File: src/rtl/track_manager.sv
// Track manager: schedules up to four in-flight pairs through a rotating stage-tag ring.
// Optional illegal-command checking is enabled by defining TRACK_MGR_ERR_EN.
module track_manager #(
  parameter int unsigned NUM_TRACKS = 4
) (
  input  logic       clk,
  input  logic       rst,
  input  logic       init,
  input  logic       do_add_track,
  input  logic       do_load,
  input  logic       do_compute,
  input  logic       do_sub_track,
  input  logic       done,
  input  logic [7:0] num_pairs,
  input  logic       pair_valid,
  output logic       pair_ready,
  output logic       track_avlbl,
  output logic       enter_new_pair,
  output logic       cmplt_sts,
  output logic [3:0] cur_ark2sb4_val,
  output logic [3:0] cur_mc2ark3_val,
  output logic [3:0] cur_mc2ark4_val,
  output logic [1:0] load_sel,
  output logic       out_valid,
  output logic [7:0] out_cnt,
  output logic       err
);

  typedef enum logic [2:0] {
    CMD_NONE,
    CMD_INIT,
    CMD_SUB,
    CMD_ADD,
    CMD_LOAD,
    CMD_COMPUTE
  } cmd_e;

  localparam logic [2:0] MAX_ACTIVE = 3'(NUM_TRACKS);
  localparam logic [3:0] TAG_EMPTY  = 4'd15;
  localparam logic [3:0] TAG_LAST   = 4'd10;

  logic [3:0] st [4];
  logic [7:0] issued;
  logic [7:0] completed;
  logic [7:0] np_l;
  logic [2:0] active;
  cmd_e       cmd;

  always_comb begin
    cmd = CMD_NONE;
    if (init)              cmd = CMD_INIT;
    else if (do_sub_track) cmd = CMD_SUB;
    else if (do_add_track) cmd = CMD_ADD;
    else if (do_load)      cmd = CMD_LOAD;
    else if (do_compute)   cmd = CMD_COMPUTE;
  end

  assign track_avlbl     = (active < MAX_ACTIVE) && (issued < np_l);
  assign enter_new_pair  = track_avlbl && pair_valid && (st[3] == TAG_EMPTY) && do_compute;
  assign cmplt_sts       = (completed == np_l) && (active == '0);
  assign cur_ark2sb4_val = st[0];
  assign cur_mc2ark3_val = st[2];
  assign cur_mc2ark4_val = st[3];
  assign load_sel        = '0;
  assign out_cnt         = completed;

  always_ff @(posedge clk or negedge rst) begin
    if (!rst) begin
      for (int unsigned i = 0; i < 4; i++) st[i] <= TAG_EMPTY;
      issued     <= '0;
      completed  <= '0;
      active     <= '0;
      np_l       <= '0;
      pair_ready <= 1'b0;
      out_valid  <= 1'b0;
    end else begin
      pair_ready <= 1'b0;
      out_valid  <= 1'b0;
      case (cmd)
        CMD_INIT: begin
          for (int unsigned i = 0; i < 4; i++) st[i] <= TAG_EMPTY;
          issued    <= '0;
          completed <= '0;
          active    <= '0;
          np_l      <= num_pairs;
        end
        CMD_SUB: begin
          if (st[2] == TAG_LAST) begin
            st[2]     <= TAG_EMPTY;
            out_valid <= 1'b1;
            if (active != '0)    active    <= active - 3'd1;
            if (completed != '1) completed <= completed + 8'd1;
          end
        end
        CMD_ADD: begin
          if (track_avlbl) begin
            issued <= issued + 8'd1;
            active <= active + 3'd1;
          end
        end
        CMD_LOAD: begin
          st[0]      <= '0;
          pair_ready <= 1'b1;
        end
        CMD_COMPUTE: begin
          // A tag gains one round only when it wraps from the last slot back to the first.
          st[1] <= st[0];
          st[2] <= st[1];
          st[3] <= st[2];
          st[0] <= (st[3] < TAG_LAST) ? st[3] + 4'd1 : st[3];
        end
        default: ;
      endcase
    end
  end

`ifdef TRACK_MGR_ERR_EN
  logic       err_q;
  logic       multi_cmd;
  logic       err_hit;

  assign multi_cmd = ({2'b0, do_add_track} + {2'b0, do_load} +
                      {2'b0, do_compute}   + {2'b0, do_sub_track}) > 3'd1;
  assign err_hit   = multi_cmd
                   | (do_add_track & ~track_avlbl)
                   | (do_load & (st[0] != TAG_EMPTY))
                   | (done & ~do_sub_track);

  always_ff @(posedge clk or negedge rst) begin
    if (!rst)         err_q <= 1'b0;
    else if (init)    err_q <= 1'b0;
    else if (err_hit) err_q <= 1'b1;
  end

  assign err = err_q;
`else
  logic unused_done;
  assign unused_done = done;
  assign err = 1'b0;
`endif

endmodule

File: config.mk
export PLATFORM = sky130hd
export DESIGN_NAME = track_manager
export DESIGN_NICKNAME = d
export VERILOG_FILES = /design/src/rtl/track_manager.sv
export SDC_FILE = /design/constraint.sdc
export NUM_CORES = 1
export LEC_CHECK = 0
export BUFFER_PORTS_ARGS = -buffer_cell sky130_fd_sc_hd__buf_2
export CAP_MARGIN = 30
export CORE_MARGIN = 2
export CORE_UTILIZATION = 51
export DETAILED_ROUTE_END_ITERATION = 12
export PLACE_DENSITY = 0.76
export SETUP_SLACK_MARGIN = 0.4
export SLEW_MARGIN = 10
export SYNTH_ARGS = -nofsm -noshare
export SYNTH_HDL_FRONTEND = slang
export SYNTH_SLANG_ARGS = --single-unit
File: constraint.sdc
create_clock -name clk -period 2.2 [get_ports clk]
set_input_delay 0.44 -clock clk [delete_from_list [all_inputs] [get_ports clk]]
set_output_delay 0.44 -clock clk [all_outputs]
set_load 0.01 [all_outputs]
==> results.md <==
* Vias in the first global route at 2125
* DRT Pass-1 Iters at 4
* Sequential element share of the synthesized area at 42.82%
* Area grow syn2layout at 26.37%
* DRC at 0
* Final std cells w/o fill at 397
* Skew-Pair Late Insertion Delay at 300 ps
* Seq cells post-synth at 45
* Critical Path Fanout Max at 3
* Worst-path clk slew at 90 ps
* First-pass GRT wire length at 10280 microns
* Routed vias at 2196
* ANT nets after route at 0
* Final Wtd Congestion at 0.8391
* Status: complete, but fails checks
* Post-synth EDFFs at 0
* Fmax achieved at 407.2 MHz
* Initial antenna violation count at 0
* Inst Count DP at 375
* Critical Path Sink Type: output port
* Initial DRC count at 143
* Worst EP arrival at 2020 ps
* Mapped Avg Cell Area at 9.949 sq um
* Total GRT Usage at 21.53%
* Max-cap violations at 0
* Failing checks: negative setup slack
* Primary FF master, synth: dfrtp_1
* Total grt overflow at 0
* Largest net degree at the start of global routing at 46
* Post-synth cell types at 48
* Die Height at 76.44 microns
* Leak at 0.001510 uW
* Routed WL per cell at 15.92 microns
* Setup crit start kind: flip-flop
* Root buffer cell: clkbuf_8
* Slew @ Worst Pin at 554.0 ps
* PD cells at 604.3 mW/mm^2
* Max clock buf depth at 2
* Max Transition Viols Final at 0
* Row count at 26
* # fillers at 397
* Critical Path RT at 1760 ps
* RSZ-0062 raised after global routing: true
* HP Class: input pin to asynchronous set/reset pin
* IO buf count at 40
* CTS tree: built
* Wirelength, routed at 6321 microns
* # setup viols final at 6
* Most frequent cells in the layout: buf_2, dfrtp_1, buf_4, nand2_1, nor2_1
* Tmin final at 2456 ps
* DP HPWL at 4382 microns
* Final #Nets at 354
* Die footprint at 0.005843 sq mm
* Mapped cell area at 0.002676 sq mm
* Synth Warn # at 0
* IO Pins at 45
* Clock Skews at 5.157 ps
* ANT cells at 0
* Cells after Synth at 269
* Routed vias/inst at 5.531
* Starting Density at 52.74%
* Die X at 76.44 microns
* Slew HR at 63.07%
* Layout cells sized above 1 at 43.12%
* Cts bufs inserted at 5
* Critical path type: flip-flop to output port
* Clock sink count at 45
* H-tree levels at 2
* Final setup margin at -255.6 ps
* Setup TNS at -805.7 ps
* Fin. Hold Viols at 0
* Peak supply drop at 0.4769 mV
* CORE AREA at 0.005075 sq mm
* Period utilization at 111.6%
* Commonest non-fill, non-tap cell in the layout: buf_2
* FFs w/ async S/R, synth at 100.0%
logic make-up (layout without fill, tap and decap cells):
group	Yosys count	count (layout)	synth area share [%]
compound gates	65	65	18.75
xor+xnor	15	15	4.909
fa+ha+maj	11	11	5.423
buf+inv	35	91	7.013
flops	45	45	42.82
mux	8	8	3.366
other cells	1	3	0.1401
simple gates	89	89	17.58
metal layers:
layer,wire [microns],global-route usage (%),up-vias
met3,261,4.147,9
met2,3211,35.31,53
met5,0,0,-
met4,64,5.091,0
met1,2784,29.60,1076
li1,-,-,1058
what timing repair did:
item | in CTS | in global routing
hold buffers | 0 | 0
cloned | 0 | 0
gates resized for setup | 16 | 21
setup endpoints to repair | 14 | 14
buffers inserted | 7 | 7
pin swaps | 18 | 16
flip-flops by register name, summed over array words and instances (netlist names):
signal,count
out_cnt,8
cur_mc2ark4_val,4
np_l,8
cur_mc2ark3_val,4
active,3
pair_ready,1
issued,8
out_valid,1
cur_ark2sb4_val,4
st,4
worst paths after layout:
path | startpoint | endpoint | slack, ps | cells after the start
setup / recovery | issued[1] | enter_new_pair | -260 | 5
hold / removal | rst | out_valid | 220 | 2
setup reg to reg | issued[1] | issued[3] | -240 | 8
hold reg to reg | st[8] | st[8] | 520 | 1
max in group asynchronous | rst | issued[1] | 1570 | 2
min in group clk | num_pairs[2] | np_l[2] | 350 | 3
stage by stage:
step | utilization, % | hold slack, ps | area (sq um) | power [uW] | worst slack, ps
after global routing | 66.64 | 262.9 | 3382 | 2143 | -336.9
after floorplan | - | 144.4 | 2746 | 1238 | 162.1
final | 66.64 | 218.0 | 3382 | 2044 | -255.6
after global placement | 59.57 | 500.9 | 3023 | 1378 | 42.78
after detailed placement | 59.57 | 508.0 | 3023 | 1393 | -14.71
after CTS | 63.86 | 233.7 | 3241 | 1978 | -234.7
synthesized netlist by cell type, types with 7 or more instances:
cell | number | area [sq um]
dfrtp_1 | 29 | 725.7
a21oi_1 | 18 | 90.09
nor2_1 | 18 | 67.56
nand2_1 | 17 | 63.81
dfstp_2 | 16 | 420.4
buf_4 | 15 | 112.6
o21ai_0 | 15 | 75.07
nand3_1 | 14 | 70.07
xor2_1 | 14 | 122.6
inv_1 | 11 | 41.29
ha_1 | 10 | 125.1
o22a_1 | 10 | 87.58
clkbuf_1 | 8 | 30.03
nand4_1 | 8 | 50.05
nor2b_1 | 7 | 43.79
layout make-up:
cell class,instances,area [sq um],area share (%)
clock buffer,5,68.82,2.035
clock inverter,3,21.27,0.6289
inverter,11,41.29,1.221
multi-input combinational,191,1541,45.58
sequential,45,1147,33.93
tap,70,87.58,2.590
timing repair buffer,72,474.2,14.02
power breakdown:
group	switching (uW)	internal, uW	leakage (uW)
clock network	296	226	0.0000445
registers	58.6	875	0.000553
logic	298	290	0.000913
total	653	1390	0.00151
worst max-delay path: stages, from the launching register on:
cell and delay, ps:
dfrtp_2 450, ha_4 260, a2111oi_4 380, o21bai_4 150
a2111oi_4 300, buf_2 180
Note: power is estimated with default switching activity, not from simulation.
